===== src/rtl/board_io_pkg.sv =====
// Shared types and constants for the DE2 board front-end.
package board_io_pkg;

    typedef enum logic [1:0] {
        RELEASED  = 2'd0,
        CNT_PRESS = 2'd1,
        PRESSED   = 2'd2,
        CNT_REL   = 2'd3
    } db_state_t;

    localparam int STEP_KEY          = 0;
    localparam int LOAD_KEY          = 1;
    localparam int DEFAULT_DB_CYCLES = 500000;

endpackage


===== src/rtl/board_io_ctrl_key_debounce.sv =====
// One push-button: reset-to-released synchroniser, debounce FSM and saturating counter.
// DB_CYCLES must be >= 2.
module key_debounce
    import board_io_pkg::*;
#(
    parameter int DB_CYCLES   = DEFAULT_DB_CYCLES,
    parameter int SYNC_STAGES = 2
) (
    input  logic clk,
    input  logic rst_n,
    input  logic key_raw,
    output logic level,
    output logic press
);

    localparam int CW = $clog2(DB_CYCLES + 1);
    localparam logic [CW-1:0] CNT_LAST = CW'(DB_CYCLES - 1);
    localparam logic [CW-1:0] CNT_ONE  = CW'(1);

    logic [SYNC_STAGES-1:0] sync_q;
    logic                   pressed;
    db_state_t              state_q, state_d;
    logic [CW-1:0]          cnt_q, cnt_d;
    logic                   press_q, press_d;

    // Raw key is active-low; the chain resets to "released".
    always_ff @(posedge clk or negedge rst_n) begin
        if (!rst_n) sync_q <= '1;
        else        sync_q <= {sync_q[SYNC_STAGES-2:0], key_raw};
    end

    assign pressed = ~sync_q[SYNC_STAGES-1];

    always_ff @(posedge clk or negedge rst_n) begin
        if (!rst_n) begin
            state_q <= RELEASED;
            cnt_q   <= '0;
            press_q <= 1'b0;
        end else begin
            state_q <= state_d;
            cnt_q   <= cnt_d;
            press_q <= press_d;
        end
    end

    // The cycle in which the change is first seen in a stable state is count 0,
    // so a new state is accepted after exactly DB_CYCLES differing cycles.
    always_comb begin
        state_d = state_q;
        cnt_d   = cnt_q;
        press_d = 1'b0;
        case (state_q)
            RELEASED: if (pressed) begin
                state_d = CNT_PRESS;
                cnt_d   = CNT_ONE;
            end
            CNT_PRESS: begin
                if (!pressed) begin
                    state_d = RELEASED;
                    cnt_d   = '0;
                end else if (cnt_q == CNT_LAST) begin
                    state_d = PRESSED;
                    cnt_d   = '0;
                    press_d = 1'b1;
                end else if (cnt_q < CNT_LAST) begin
                    cnt_d = cnt_q + CNT_ONE;
                end
            end
            PRESSED: if (!pressed) begin
                state_d = CNT_REL;
                cnt_d   = CNT_ONE;
            end
            CNT_REL: begin
                if (pressed) begin
                    state_d = PRESSED;
                    cnt_d   = '0;
                end else if (cnt_q == CNT_LAST) begin
                    state_d = RELEASED;
                    cnt_d   = '0;
                end else if (cnt_q < CNT_LAST) begin
                    cnt_d = cnt_q + CNT_ONE;
                end
            end
            default: begin
                state_d = RELEASED;
                cnt_d   = '0;
            end
        endcase
    end

    assign level = (state_q == PRESSED) || (state_q == CNT_REL);
    assign press = press_q;

endmodule


===== src/rtl/board_io_ctrl.sv =====
// DE2 board front-end: key debounce, switch sync, step pulse, PC-load handshake, LED register.
// Optional free-running auto-step under BOARD_IO_AUTORUN_EN.
module board_io_ctrl
    import board_io_pkg::*;
#(
    parameter int N_KEYS      = 4,
    parameter int SW_W        = 18,
    parameter int LED_W       = 8,
    parameter int PC_W        = 8,
    parameter int DB_CYCLES   = DEFAULT_DB_CYCLES,
    parameter int SYNC_STAGES = 2
`ifdef BOARD_IO_AUTORUN_EN
    ,
    parameter int AUTO_DIV    = 25000000
`endif
) (
    input  logic              SYS_clk,
    input  logic              SYS_rst,
    input  logic [N_KEYS-1:0] KEY_raw,
    input  logic [SW_W-1:0]   SW_raw,
    output logic [N_KEYS-1:0] key_level,
    output logic [N_KEYS-1:0] key_press,
    output logic [SW_W-1:0]   sw_sync,
    output logic              step_pulse,
    output logic              pc_load_req,
    output logic [PC_W-1:0]   pc_load_val,
    input  logic              pc_load_ack,
    input  logic [LED_W-1:0]  led_src,
    output logic [LED_W-1:0]  SYS_leds
`ifdef BOARD_IO_AUTORUN_EN
    ,
    input  logic              run_en
`endif
);

    for (genvar k = 0; k < N_KEYS; k++) begin : g_key
        key_debounce #(
            .DB_CYCLES   (DB_CYCLES),
            .SYNC_STAGES (SYNC_STAGES)
        ) u_db (
            .clk     (SYS_clk),
            .rst_n   (SYS_rst),
            .key_raw (KEY_raw[k]),
            .level   (key_level[k]),
            .press   (key_press[k])
        );
    end

    logic [SYNC_STAGES-1:0][SW_W-1:0] sw_q;

    always_ff @(posedge SYS_clk or negedge SYS_rst) begin
        if (!SYS_rst) sw_q <= '0;
        else          sw_q <= {sw_q[SYNC_STAGES-2:0], SW_raw};
    end

    assign sw_sync = sw_q[SYNC_STAGES-1];

`ifdef BOARD_IO_AUTORUN_EN
    localparam int DIV_W = $clog2(AUTO_DIV + 1);
    localparam logic [DIV_W-1:0] DIV_LAST = DIV_W'(AUTO_DIV - 1);

    logic [DIV_W-1:0] div_q;

    // Divider only runs while run_en is high; dropping run_en zeroes it silently.
    always_ff @(posedge SYS_clk or negedge SYS_rst) begin
        if (!SYS_rst) begin
            div_q      <= '0;
            step_pulse <= 1'b0;
        end else if (run_en) begin
            if (div_q == DIV_LAST) begin
                div_q      <= '0;
                step_pulse <= 1'b1;
            end else begin
                div_q      <= div_q + DIV_W'(1);
                step_pulse <= 1'b0;
            end
        end else begin
            div_q      <= '0;
            step_pulse <= key_press[STEP_KEY];
        end
    end
`else
    always_ff @(posedge SYS_clk or negedge SYS_rst) begin
        if (!SYS_rst) step_pulse <= 1'b0;
        else          step_pulse <= key_press[STEP_KEY];
    end
`endif

    // While a request is outstanding only ack matters; new LOAD presses are dropped.
    always_ff @(posedge SYS_clk or negedge SYS_rst) begin
        if (!SYS_rst) begin
            pc_load_req <= 1'b0;
            pc_load_val <= '0;
        end else if (pc_load_req) begin
            if (pc_load_ack) pc_load_req <= 1'b0;
        end else if (key_press[LOAD_KEY]) begin
            pc_load_req <= 1'b1;
            pc_load_val <= sw_sync[SW_W-1 -: PC_W];
        end
    end

    always_ff @(posedge SYS_clk or negedge SYS_rst) begin
        if (!SYS_rst) SYS_leds <= '0;
        else          SYS_leds <= led_src;
    end

endmodule


===== config.mk =====
export PLATFORM = sky130hd
export DESIGN_NAME = board_io_ctrl
export DESIGN_NICKNAME = d
export VERILOG_FILES = /design/src/rtl/board_io_pkg.sv /design/src/rtl/board_io_ctrl_key_debounce.sv /design/src/rtl/board_io_ctrl.sv
export SDC_FILE = /design/constraint.sdc
export NUM_CORES = 1
export LEC_CHECK = 0
export ABC_AREA = 1
export BUFFER_PORTS_ARGS = -buffer_cell sky130_fd_sc_hd__clkbuf_2
export CAP_MARGIN = 15
export CELL_PAD_IN_SITES_DETAIL_PLACEMENT = 0
export CELL_PAD_IN_SITES_GLOBAL_PLACEMENT = 2
export CORE_MARGIN = 3
export CORE_UTILIZATION = 37
export CTS_CLUSTER_SIZE = 24
export DETAILED_ROUTE_END_ITERATION = 6
export PLACE_DENSITY = 0.9
export SETUP_SLACK_MARGIN = 0.3
export SYNTH_ARGS = -nofsm -noshare
export SYNTH_HDL_FRONTEND = slang
export SYNTH_SLANG_ARGS = --single-unit
export TNS_END_PERCENT = 10

===== constraint.sdc =====
create_clock -name SYS_clk -period 2.65 [get_ports SYS_clk]
set_input_delay 0.1325 -clock SYS_clk [delete_from_list [all_inputs] [get_ports SYS_clk]]
set_output_delay 0.1325 -clock SYS_clk [all_outputs]
set_load 0.02 [all_outputs]

# Yosys cells after proc, flatten, opt, wreduce, memory -nomap -nowiden
# Index checks and enable logic that the tools add are counted.
[totals] wordCells=151 inputBits=33 output_inout_bits=44 register_bits=150
[op_classes] order_cmp=4 add_sub_neg=4 bitwise_logic=1 eq_ne=32 n_reduce_logical=17 mux=71
[op_table] cell="2-to-1 mux 19 bit" n=24
[op_table] cell="one-hot mux 19 bit (4 select lines)" n=4
[op_table] cell="adder 19 x 1 -> 19 bit (second input constant)" n=4
[op_table] cell="== test 19 bit (second input constant)" n=4
[op_table] cell="less-than comparator 19 bit (second input constant)" n=4
[op_table] cell="2-to-1 mux 2 bit" n=24
[op_table] cell="one-hot mux 2 bit (4 select lines)" n=4
[op_table] cell="== test 2 bit (second input constant)" n=8
[op_table] cell="AND reduction 4 bit" n=4
[op_table] cell="2-to-1 mux 1 bit" n=15
[op_table] cell="!= test 3 x 1 -> 1 bit (second input constant)" n=4
[op_table] cell="!= test 3 bit (second input constant)" n=4
[op_table] cell="AND reduction 2 bit" n=5
[op_table] cell="== test 2 x 1 -> 1 bit (second input constant)" n=4
[op_table] cell="logical NOT 2 bit" n=4
[op_table] cell="!= test 2 x 1 -> 1 bit (second input constant)" n=4
[op_table] cell="!= test 2 bit (second input constant)" n=4
[op_table] cell="logical OR 1 bit" n=4
[op_table] cell="NOT 1 bit" n=1

# Logic depth before layout (Yosys ltp)
# Gate-level depths: netlist of run 1.
[logic_depth] depth_word=5 mapped_depth=13

# Cells and area by module
# From an unflattened synthesis of run 1, not the netlist that was laid out.
[unflattened] hier_cells=1042 area_unflattened_um2=8064.0
[by_module_without_submodules] module="key_debounce at g_key[0].u_db ..." cells_each=238 area_per_inst_um2=1587.8 instances=3
[by_module_without_submodules] module="key_debounce at g_key[3].u_db" cells_each=228 area_per_inst_um2=1682.9 instances=1
[by_module_without_submodules] module="board_io_ctrl" cells_each=100 area_per_inst_um2=1617.8 instances=1

# Worst setup path after synthesis of run 1
# OpenSTA, ideal clock, no wires.
[synth_path] kind="register -> register" start="register g_key[0].u_db.cnt_q[1]" end="register g_key[0].u_db.cnt_q[12]" required_time_ps=2524 n_path_buf=1 setup_time_ps=126 arrival_time_ps=1469 synth_period_minus_slack_ps=1596 slack_ps=1054 path_stages_with_launch=10 path_cell_list="dfrtp_1 > ha_1 > nand2_1 > nor2_1 > nand2_1 > o21ai_2 > inv_1 > buf_2 > nand3_1 > o21ai_0"
[synth_via] elab_chain_cells=5 elab_cells_between_ends=8 classes_between="add/sub: 1; order compare: 1; eq/ne: 1; mux: 5"
[synth_rtl] element="start: declaration" line_no="board_io_ctrl_key_debounce.sv:23" text="logic [CW-1:0] cnt_q, cnt_d;"
[synth_rtl] element="start signal: assignment" line_no="board_io_ctrl_key_debounce.sv:41" text="cnt_q <= cnt_d;"
[synth_rtl] element="adder 19 x 1 -> 19 bit or less-than comparator 19 bit (tied branches)"
[synth_rtl] element="2-to-1 mux 19 bit" line_no="board_io_ctrl_key_debounce.sv:65, board_io_ctrl_key_debounce.sv:80"
[synth_rtl] element="2-to-1 mux 19 bit *" line_no="board_io_ctrl_key_debounce.sv:77" text="end else if (cnt_q == CNT_LAST) begin"
[synth_rtl] element="2-to-1 mux 19 bit (on tied branches)" line_no="board_io_ctrl_key_debounce.sv:74, board_io_ctrl_key_debounce.sv:58"
[synth_rtl] element="one-hot mux 19 bit (4 select lines) *" line_no="board_io_ctrl_key_debounce.sv:52" text="case (state_q)"
# Mark *: on every way between the ends. The rest lies on a longest branch, timed or not.
# A chain may end at the register's enable or synchronous reset.

# Worst setup path after layout of run 1
[layout_path] start="register g_key[2].u_db.cnt_q[10]" end="register g_key[2].u_db.cnt_q[6]"
[layout_via] elab_chain_cells=5 elab_cells_between_ends=7 classes_between="order compare: 1; eq/ne: 1; mux: 5"
[layout_rtl] element="start: declaration" line_no="board_io_ctrl_key_debounce.sv:23"
[layout_rtl] element="start signal: assignment" line_no="board_io_ctrl_key_debounce.sv:41"
[layout_rtl] element="less-than comparator 19 bit" line_no="board_io_ctrl_key_debounce.sv:65, board_io_ctrl_key_debounce.sv:80"
[layout_rtl] element="2-to-1 mux 19 bit"
[layout_rtl] element="2-to-1 mux 19 bit *" line_no="board_io_ctrl_key_debounce.sv:61" text="end else if (cnt_q == CNT_LAST) begin"
[layout_rtl] element="2-to-1 mux 19 bit (on tied branches)" line_no="board_io_ctrl_key_debounce.sv:74, board_io_ctrl_key_debounce.sv:58"
[layout_rtl] element="one-hot mux 19 bit (4 select lines) *" line_no="board_io_ctrl_key_debounce.sv:52"
# Marks and branches as above.

==> results.json, run 1 <==
{
  "status": "complete, no violations",
  "skew_ps": 8.18,
  "dieArea_um2": 23300,
  "startpoint": "g_key[2].u_db.cnt_q[10]",
  "reg2reg_to": "g_key[2].u_db.cnt_q[6]",
  "period_needed_ps": 2010,
  "clk_pin_slew_ps": 60,
  "grt.overflow.total": 0,
  "placed_cells_incl_taps": 1379,
  "dp_slack_ps": 615,
  "p_switching_mw": 2.09,
  "layout_setup_ws_ps": 643,
  "cp_data_required_time_ps": 2960,
  "critPathCaptureType": "flip-flop",
  "insertedDiodeCount": 0,
  "p_int_mw": 4.47,
  "drtPass1Iterations": 5,
  "antenna_found_initial": 0,
  "ys_seq_elements": 150,
  "fp.coreArea_um2": 21100,
  "p_sw_frac": 0.319,
  "critPathArrivalTime_ps": 2320,
  "grt_pass1_vias": 6657,
  "cts_setup_buffers": 0,
  "syn_area_um2": 7970,
  "layout-drive-gt1-share": 0.139,
  "initial_utilization": 0.378,
  "final_max_slew_viol_count": 0,
  "clockBufferDepth": 2,
  "async_flop_share": 1.00,
  "drt-total-wl_mm": 18.8,
  "port_buffers": 76,
  "finalHoldViolCount": 0,
  "die_w_um": 153,
  "pwr-share-comb": 0.214,
  "synth-edff-count": 0,
  "vias": 6710,
  "syn_nets": 1105,
  "worstSetupStartpointType": "flip-flop",
  "reg2reg_depth": 13,
  "totalNegativeSetupSlack_ps": 0,
  "criticalPathCategory": "flip-flop to flip-flop",
  "drtAntennaViolNets": 0,
  "stdcell_count": 1443,
  "leakagePower_nw": 4.78,
  "clock_sinks": 150,
  "dieHeight_um": 153,
  "nets": 1192,
  "synth_commonest_cells": "nand2_1 (330), inv_1 (147), dfrtp_1 (142)",
  "fin_crit_sh": 0.758,
  "peakVddDrop_v": 0.000436,
  "grt_pass1_wl_mm": 32.8,
  "grtUsageTotal": 0.168,
  "cts_buffers": 17,
  "yosysSeqAreaShare": 0.472,
  "ys_warn_count": 0,
  "syn2layout_area_growth_pct": 17.8,
  "avgSynthCellArea_um2": 7.47,
  "syn_inst": 1068,
  "ys.flop_type": "dfrtp_1",
  "htree_levels": 4,
  "grt_start_max_net_pins": 62,
  "clk_latency_ps": 420,
  "drc_errors": 0,
  "rsz0062_at_grt": "false",
  "synthDistinctLibCells": 36,
  "holdCritPathClass": "primary input to async pin",
  "cts_tree": "done",
  "max_freq_mhz": 498,
  "avgViaCountPerCell": 4.65,
  "yosysTopAreaCellShare": 0.446,
  "yosys.area.top_type": "dfrtp_1",
  "yosysMostFrequentCell": "nand2_1",
  "cts_root_buffer": "clkbuf_16",
  "p_per_area_nw_per_um2": 699,
  "ys_top_cells_by_area": "dfrtp_1 (45%), nand2_1 (16%), nand3_1 (7.0%), inv_1 (6.9%), nor2_1 (5.0%)",
  "sequentialPowerShare": 0.398,
  "wl_per_cell_um": 13.0,
  "fillers": 2182,
  "dp_hpwl_mm": 13.5,
  "regArea_um2": 3760,
  "setup_viol": 0,
  "rows": 53,
  "critPathMaxFanout": 12,
  "clkPwrFrac": 0.389,
  "gp_congestion": 0.836,
  "reg2reg_from": "g_key[2].u_db.cnt_q[10]",
  "maxCapViolations": 0,
  "ioPinCount": 77,
  "r2r_setup_slack_ps": 640,
  "worstMarginPinSlew_ps": 611,
  "slew_headroom": 0.591,
  "drtIter0Drc": 384,
  "multiInputGateArea_um2": 3300
}
logic make-up after synthesis:
family	share of synthesized area
DFF	0.472
muxes	0.0113
adders and majority gates	0.00628
AOI/OAI and AO/OA	0.0578
and+or+nand+nor	0.335
buffers and inverters	0.114
xor gates and xnor gates	0.00330
critical path, cell delays in order, from the launching register on:
cell and delay [ps]:
dfrtp_1 450, nor2_1 220, nand2_1 90, inv_1 60, nand2_1 40, nand2_1 60
nand2_1 60, nor2_2 370, buf_4 270, nand3_1 80, nand2_1 60, inv_1 40
nand2_1 50, nand2_1 40
power groups by stage:
stage,Sequential (mW),Combinational [mW],Clock [mW]
finish,2.61,1.40,2.55
global route,2.64,1.62,2.71
CTS,2.61,1.43,2.62
detailed placement,2.65,1.39,0
global placement,2.65,1.40,0
floorplan,2.62,1.05,0
how the worst max path moves through the flow:
| stage | endpoint | slack, ps | cells after the start |
|---|---|---|---|
| after global placement | g_key[2].u_db.cnt_q[6] | 620 | 13 |
| after detailed placement | g_key[2].u_db.cnt_q[6] | 610 | 13 |
| after CTS | g_key[1].u_db.cnt_q[13] | 630 | 10 |
| after global routing | g_key[2].u_db.cnt_q[6] | 410 | 13 |
| after floorplan | g_key[0].u_db.cnt_q[12] | 1050 | 9 |
| final | g_key[2].u_db.cnt_q[6] | 640 | 13 |
repair_timing:
action,in CTS,in global routing
gates resized for setup,0,0
hold buffers,32,0
hold endpoints to repair,86,0
layout by cell type (no fill, tap or decap), types with 2 or more instances in the layout:
cell	instances
o211ai_1	2
o21ai_2	2
dfrtp_1	142
nand4_1	21
bufinv_16	4
a21boi_1	4
clkbuf_1	2
o21ai_1	4
clkinvlp_4	2
nor3_2	2
clkbuf_16	17
nor2_4	5
nor3_1	17
o22ai_1	2
xor2_1	3
dfstp_2	8
dlygate4sd3_1	32
o21bai_1	7
nand3b_1	4
mux2_2	8
inv_1	147
nor4_1	2
nand2_2	4
clkinv_2	4
ha_1	4
clkbuf_2	75
nand3_1	112
clkinv_4	2
nor2_1	107
o21ai_0	50
a21oi_1	11
clkinv_1	2
nor2_2	10
nand2_1	330
buf_4	11
per-layer routing:
layer,vias to the layer above,GRT usage,wire length (um)
met1,3077,0.235,9330
met2,113,0.271,8640
met4,0,0.0424,189
met3,15,0.0310,637
met5,-,0,0
li1,3505,-,-
flip-flops by register name, indices dropped and copies added, names as in the netlist, 4 cells and up, named ones only:
register	count
g_key.u_db.cnt_q	76
sw_sync	18
pc_load_val	8
g_key.u_db.state_q	4
g_key.u_db.press	4
sw_q	18
SYS_leds	8
g_key.u_db.sync_q	8
area by class of cell:
type | count | area share
Multi-Input combinational cell | 716 | 0.351
Clock buffer | 19 | 0.0461
Tap cell | 275 | 0.0366
Timing Repair Buffer | 120 | 0.0862
Sequential cell | 150 | 0.401
Clock inverter | 13 | 0.0193
Inverter | 150 | 0.0600
through the flow:
| step | total power [mW] | hold WS [ps] | utilization | area (um^2) |
|---|---|---|---|---|
| after floorplan | 3.66 | -163 | - | 7970 |
| after detailed placement | 4.05 | 155 | 0.401 | 8460 |
| after global placement | 4.04 | 152 | 0.401 | 8460 |
| after global routing | 6.97 | 312 | 0.445 | 9390 |
| after CTS | 6.67 | 279 | 0.445 | 9390 |
| final | 6.57 | 251 | 0.445 | 9390 |
Note: power is estimated with default switching activity, not from simulation.
==> inputs of run 2 (changes only) <==
--- a/config.mk
+++ b/config.mk
@@ -11,10 +11,10 @@
 export CELL_PAD_IN_SITES_DETAIL_PLACEMENT = 0
 export CELL_PAD_IN_SITES_GLOBAL_PLACEMENT = 2
 export CORE_MARGIN = 3
-export CORE_UTILIZATION = 37
+export CORE_UTILIZATION = 31
 export CTS_CLUSTER_SIZE = 24
 export DETAILED_ROUTE_END_ITERATION = 6
-export PLACE_DENSITY = 0.9
+export PLACE_DENSITY = 0.81
 export SETUP_SLACK_MARGIN = 0.3
 export SYNTH_ARGS = -nofsm -noshare
 export SYNTH_HDL_FRONTEND = slang
==> constraint.sdc (replaced) <==
create_clock -name SYS_clk -period 1.6 [get_ports SYS_clk]
set_input_delay 0.08 -clock SYS_clk [delete_from_list [all_inputs] [get_ports SYS_clk]]
set_output_delay 0.08 -clock SYS_clk [all_outputs]
set_load 0.02 [all_outputs]
==> run 2 against run 1 <==
  * The run now ends with negative setup slack left
  * Global-route usage is 0.45 points lower
  * Flip-flop and latch count stayed put
  * Non-clock buffer count is 173 higher
  * Register-to-register slack worse by 680 ps
  * Cell area is 24% higher
  * Sequential share of layout area is 7.6 points lower
  * Final cell count is 16% higher
  * Total power is 84% higher
  * Fmax is 23% higher
==> results.json, run 2 (synthesis gave the netlist of run 1 again) <==
{
  "grtUsageTotal": 0.163,
  "antenna_found_initial": 0,
  "p_sw_frac": 0.342,
  "largest_reg_flops": 76,
  "p_per_area_nw_per_um2": 1040,
  "drc_errors": 0,
  "ioPinCount": 77,
  "gp_congestion": 0.818,
  "slowest_stage": "dfrtp_1",
  "clk_latency_ps": 430,
  "worstMarginPinSlew_ps": 468,
  "p_int_mw": 7.95,
  "regMostFlops": "g_key.u_db.cnt_q",
  "dp_hpwl_mm": 15.7,
  "startpoint": "g_key[2].u_db.cnt_q[0]",
  "regArea_um2": 3770,
  "vias": 7454,
  "stdcell_count": 1673,
  "crit_buf_inv": 3,
  "slew_headroom": 0.688,
  "critPathMaxFanout": 14,
  "fin_crit_sh": 1.02,
  "r2r_setup_slack_ps": -40,
  "layout_setup_ws_ps": -36.1,
  "drtAntennaViolNets": 0,
  "nets": 1367,
  "final_max_slew_viol_count": 0,
  "final_core_util": 0.459,
  "avgViaCountPerCell": 4.46,
  "htree_levels": 4,
  "clk_pin_slew_ps": 70,
  "holdCritPathClass": "primary input to async pin",
  "port_buffers": 76,
  "die_w_um": 166,
  "critPathCaptureType": "flip-flop",
  "period_needed_ps": 1640,
  "fillers": 2513,
  "violations": "negative setup slack",
  "dieArea_um2": 27700,
  "drt-total-wl_mm": 22.4,
  "wl_per_cell_um": 13.4,
  "layout-drive-gt1-share": 0.363,
  "reg2reg_from": "g_key[2].u_db.cnt_q[0]",
  "cpPeakStageDelay_ps": 370,
  "grt_start_max_net_pins": 41,
  "clkPwrFrac": 0.349,
  "rows": 58,
  "grt.overflow.total": 0,
  "p_switching_mw": 4.13,
  "worst_hold_slack_ps": 145,
  "clockBufferDepth": 2,
  "clock_sinks": 150,
  "leakagePower_nw": 5.95,
  "multiInputGateArea_um2": 3980,
  "grt_pass1_vias": 7539,
  "drtIter0Drc": 409,
  "cts_buffers": 17,
  "grt_pass1_wl_mm": 37.4,
  "final_cell_mix": "nand2_1 (284), buf_4 (160), dfrtp_1 (138), inv_1 (132), nand3_1 (90)",
  "cp.depth": 11,
  "critPathArrivalTime_ps": 1960,
  "cts_tree": "done",
  "sequentialPowerShare": 0.356,
  "cts_root_buffer": "clkbuf_16",
  "setup_viol": 12,
  "syn2layout_area_growth_pct": 45.5,
  "peakVddDrop_v": 0.000615,
  "dieHeight_um": 166,
  "status": "complete, but fails checks",
  "max_freq_mhz": 611,
  "cp_data_required_time_ps": 1920,
  "drtPass1Iterations": 5,
  "critPathTopFamily": "simple AND/OR/NAND/NOR gates",
  "placed_cells_incl_taps": 1581,
  "worstSetupStartpointType": "flip-flop",
  "initial_utilization": 0.316,
  "fp.coreArea_um2": 25300,
  "path_cells": "ha_2, nand2_2, nor2_4, nand4_1, nand2_1, inv_2, buf_12, nand2_2, nand3_1, nand2_1, inv_1",
  "final_common_cell": "nand2_1",
  "criticalPathCategory": "flip-flop to flip-flop",
  "maxCapViolations": 0,
  "skew_ps": 11.7,
  "pwr-share-comb": 0.296,
  "reg2reg_depth": 11,
  "reg2reg_to": "g_key[2].u_db.cnt_q[9]",
  "finalHoldViolCount": 0,
  "insertedDiodeCount": 0,
  "rsz0062_at_grt": "true"
}
[run 2: worst max-delay path by stage]
stage	to	slack, ps
floorplan	g_key[3].u_db.cnt_q[16]	80
global placement	g_key[0].u_db.cnt_q[6]	-140
detailed placement	g_key[0].u_db.cnt_q[6]	-130
CTS	g_key[1].u_db.cnt_q[16]	-30
global route	g_key[2].u_db.cnt_q[14]	-150
finish	g_key[2].u_db.cnt_q[9]	-40
[run 2: final cells by class]
cell class              count  share of cell area
clock buffers              19              0.0382
clock inverters            13              0.0138
inverters                 150              0.0494
multi-input cells         718               0.343
flip-flops and latches    150               0.325
well taps                 330              0.0356
repair buffers            293               0.195
[run 2: power groups by stage]
stage | logic (mW) | registers, mW | clock network, mW
after floorplan | 1.80 | 4.34 | 0
after global placement | 3.02 | 4.34 | 0
after detailed placement | 3.01 | 4.35 | 0
after CTS | 3.44 | 4.29 | 4.34
after global routing | 3.98 | 4.34 | 4.51
final | 3.57 | 4.30 | 4.21
[run 2: layer usage]
metal | vias up | part of all wire | track usage | wire length (um)
met2 | 98 | 0.48 | 0.272 | 10800
met4 | 0 | 0.013 | 0.0420 | 284
li1 | 3865 | - | - | -
met3 | 18 | 0.031 | 0.0345 | 696
met1 | 3473 | 0.47 | 0.218 | 10600
met5 | - | 0 | 0 | 0
[run 2: worst reg2reg max path: stages (launching register included)]
cell and delay [ps]:
dfrtp_1 370, ha_2 200, nand2_2 70, nor2_4 150
nand4_1 160, nand2_1 140, inv_2 60, buf_12 150
nand2_2 70, nand3_1 70, nand2_1 60, inv_1 40
[run 2: repair_timing]
item | 4_1_cts | 5_1_grt
pin swaps | 64 | 61
resized for setup | 122 | 94
endpoints found under the hold margin | 96 | 0
hold buffers | 32 | 0
endpoints found under the setup margin | 88 | 88
gates cloned | 1 | 2
buffers inserted | 15 | 10
[run 2: per-stage QoR]
step / power [mW] / setup TNS (ps) / setup WS (ps) / instance area (um^2)
5_1_grt: 12.8 / -5490 / -153 / 11600
2_1_floorplan: 6.14 / 0 / 84.6 / 8060
6_report: 12.1 / -188 / -36.1 / 11600
4_1_cts: 12.1 / -135 / -29.9 / 11200
3_3_place_gp: 7.36 / -2240 / -145 / 9790
3_5_place_dp: 7.36 / -1880 / -131 / 9790
==> inputs of run 3 (changes only) <==
--- a/config.mk
+++ b/config.mk
@@ -5,13 +5,12 @@
 export SDC_FILE = /design/constraint.sdc
 export NUM_CORES = 1
 export LEC_CHECK = 0
-export ABC_AREA = 1
 export BUFFER_PORTS_ARGS = -buffer_cell sky130_fd_sc_hd__clkbuf_2
 export CAP_MARGIN = 15
 export CELL_PAD_IN_SITES_DETAIL_PLACEMENT = 0
 export CELL_PAD_IN_SITES_GLOBAL_PLACEMENT = 2
 export CORE_MARGIN = 3
-export CORE_UTILIZATION = 31
+export CORE_UTILIZATION = 34
 export CTS_CLUSTER_SIZE = 24
 export DETAILED_ROUTE_END_ITERATION = 6
 export PLACE_DENSITY = 0.81
==> constraint.sdc (replaced) <==
create_clock -name SYS_clk -period 1.45 [get_ports SYS_clk]
set_input_delay 0.0725 -clock SYS_clk [delete_from_list [all_inputs] [get_ports SYS_clk]]
set_output_delay 0.0725 -clock SYS_clk [all_outputs]
set_load 0.02 [all_outputs]
==> run 3 against run 2 <==
  * The flow still finishes with violations (negative setup slack)
  * Final cell count shrank 26%
  * Global-route usage increased by 1.5 points
  * Routed wire length is 11% lower
  * Core utilization increased by 5.5 points
  * Critical path depth fell by 3
  * Synthesized cell count fell by 34%
  * Total power is 1.7% lower
  * Hold slack improved by 3.5 ps
  * Non-clock buffer count grew 12
  * Worst setup slack worse by 500 ps
  * Clock skew fell by 0.65 ps
  * Critical endpoint is now g_key[3].u_db.cnt_q[10]
==> results.json, run 3 <==
{
  "clk_latency_ps": 420,
  "totalNegativeSetupSlack_ps": -35180,
  "drt-total-wl_mm": 20.0,
  "drtPass1Iterations": 5,
  "yosysTopAreaCellShare": 0.500,
  "syn_area_um2": 7110,
  "cts_root_buffer": "clkbuf_16",
  "drtIter0Drc": 534,
  "maxCapViolations": 0,
  "criticalPathCategory": "flip-flop to flip-flop",
  "cp_data_required_time_ps": 1740,
  "layout-drive-gt1-share": 0.421,
  "cts_buffers": 17,
  "ys.flop_type": "dfrtp_1",
  "die_w_um": 151,
  "grtUsageTotal": 0.179,
  "ys_warn_count": 0,
  "critPathArrivalTime_ps": 2280,
  "reg2reg_from": "g_key[3].u_db.cnt_q[0]",
  "setup_viol": 87,
  "status": "complete, but fails checks",
  "yosys.area.top_type": "dfrtp_1",
  "reg2reg_depth": 8,
  "ys_top_cells_by_area": "dfrtp_1 (50%), o21ai_0 (4.9%), a31oi_1 (4.6%), a21oi_1 (3.2%), dfstp_2 (3.0%)",
  "drc_errors": 0,
  "clock_sinks": 150,
  "yosysSeqAreaShare": 0.529,
  "final_max_slew_viol_count": 0,
  "clockBufferDepth": 2,
  "skew_ps": 11.1,
  "final_cell_mix": "buf_4 (175), dfrtp_1 (140), clkbuf_2 (71), a31oi_1 (49), nand2_1 (43)",
  "grt_start_max_net_pins": 47,
  "leakagePower_nw": 4.81,
  "dp_slack_ps": -767,
  "layout_setup_ws_ps": -536,
  "rsz0062_at_grt": "true",
  "violations": "negative setup slack",
  "critPathMaxFanout": 6,
  "ys_seq_elements": 150,
  "synthDistinctLibCells": 70,
  "clk_pin_slew_ps": 70,
  "fin_crit_sh": 1.37,
  "peakVddDrop_v": 0.000813,
  "reg2reg_to": "g_key[3].u_db.cnt_q[10]",
  "slew_headroom": 0.595,
  "avgViaCountPerCell": 5.27,
  "nets": 998,
  "worstMarginPinSlew_ps": 606,
  "p_per_area_nw_per_um2": 1130,
  "dp_hpwl_mm": 13.7,
  "dieArea_um2": 22700,
  "htree_levels": 4,
  "gp_congestion": 0.927,
  "syn_inst": 702,
  "async_flop_share": 1.00,
  "largest_reg_flops": 76,
  "ioPinCount": 77,
  "synth_commonest_cells": "dfrtp_1 (142), o21ai_0 (69), a31oi_1 (52)",
  "startpoint": "g_key[3].u_db.cnt_q[0]",
  "grt_pass1_wl_mm": 32.7,
  "vias": 6551,
  "r2r_setup_slack_ps": -540,
  "holdCritPathClass": "primary input to async pin",
  "worstSetupStartpointType": "flip-flop",
  "critPathCaptureType": "flip-flop",
  "period_needed_ps": 1990,
  "avgSynthCellArea_um2": 10.1,
  "rows": 52,
  "grt.overflow.total": 0,
  "syn2layout_area_growth_pct": 47.3,
  "fp.coreArea_um2": 20400,
  "synth-edff-count": 0,
  "final_core_util": 0.514,
  "dieHeight_um": 151,
  "yosysMostFrequentCell": "dfrtp_1",
  "insertedDiodeCount": 0,
  "final_common_cell": "buf_4",
  "initial_utilization": 0.349,
  "cts_tree": "done",
  "finalHoldViolCount": 0,
  "regMostFlops": "g_key.u_db.cnt_q",
  "max_freq_mhz": 503,
  "total_power_mw": 11.9,
  "drtAntennaViolNets": 0,
  "wl_per_cell_um": 16.1,
  "antenna_found_initial": 0,
  "grt_pass1_vias": 6680,
  "port_buffers": 76,
  "syn_nets": 739
}
run 3: cell count changes in the layout (fill, tap and decap cells not counted), moves of 13 or more:
cell,delta
nor2_1,-51
nand3_2,-17
a31oi_1,+49
inv_2,-15
nand3_1,-63
and3_1,+25
nor2_4,-26
buf_4,+15
inv_1,-122
nor2_2,-13
a21oi_1,+28
nand2_1,-241
nand2_2,-39
run 3: per-layer routing:
metal | vias to the layer above | part of all wire | track usage
met4 | 0 | 0.0089 | 0.0458
met3 | 13 | 0.035 | 0.0334
li1 | 3153 | - | -
met1 | 3248 | 0.46 | 0.240
met2 | 137 | 0.49 | 0.300
met5 | - | 0 | 0
run 3: worst max-delay path by stage:
stage	end	cells past startpoint
3_3_place_gp	g_key[2].u_db.cnt_q[2]	6
5_1_grt	g_key[0].u_db.cnt_q[11]	8
6_report	g_key[3].u_db.cnt_q[10]	8
4_1_cts	g_key[2].u_db.cnt_q[8]	6
2_1_floorplan	g_key[2].u_db.cnt_q[14]	7
3_5_place_dp	g_key[2].u_db.cnt_q[2]	6
run 3: worst max-delay path, cell delays in order, from the launching register on:
cell and delay (ps):
dfrtp_1 430, ha_2 220, nand4_1 120, or2_4 270, o31ai_4 310, buf_6 190
a31oi_1 50, o21ai_0 160, o21ai_0 110
run 3: metrics by stage:
stage / hold slack [ps] / cell area [um^2] / std cells
after detailed placement: 46.1 / 8920 / 1163
after floorplan: -223 / 7240 / 702
after CTS: 157 / 10200 / 1240
after global routing: 177 / 10500 / 1244
final: 149 / 10500 / 1244
after global placement: 40.7 / 8920 / 1163
run 3: cell families after synthesis:
group                      count (synthesis)  share of synthesized area
DFF                                      150                      0.529
and+or+nand+nor                          225                      0.178
buffers and inverters                     77                     0.0614
xor gates and xnor gates                   4                    0.00493
AOI/OAI and AO/OA                        232                      0.204
adders and majority gates                  4                    0.00704
muxes                                     10                     0.0155
run 3: where the power goes:
| part | switching (mW) | internal [mW] | total (mW) | leakage (nW) |
|---|---|---|---|---|
| sequential | 0.221 | 4.48 | 4.70 | 1.94 |
| combinational | 1.49 | 1.33 | 2.83 | 2.60 |
| clock | 1.71 | 2.64 | 4.34 | 0.269 |
run 3: final cells by class:
class / count / area (um^2)
fillers: 1777 / 9900
flip-flops and latches: 150 / 3770
multi-input cells: 477 / 3390
repair buffers: 305 / 2340
clock buffers: 22 / 464
well taps: 270 / 338
clock inverters: 10 / 124
inverters: 10 / 37.5
run 3: timing repair:
action / 4_1_cts / 5_1_grt
endpoints found under the hold margin: 132 / 0
cloned: 2 / 2
pin swaps: 38 / 22
gates resized for setup: 87 / 66
buffers inserted: 11 / 2
endpoints found under the setup margin: 100 / 100
hold buffers: 32 / 0
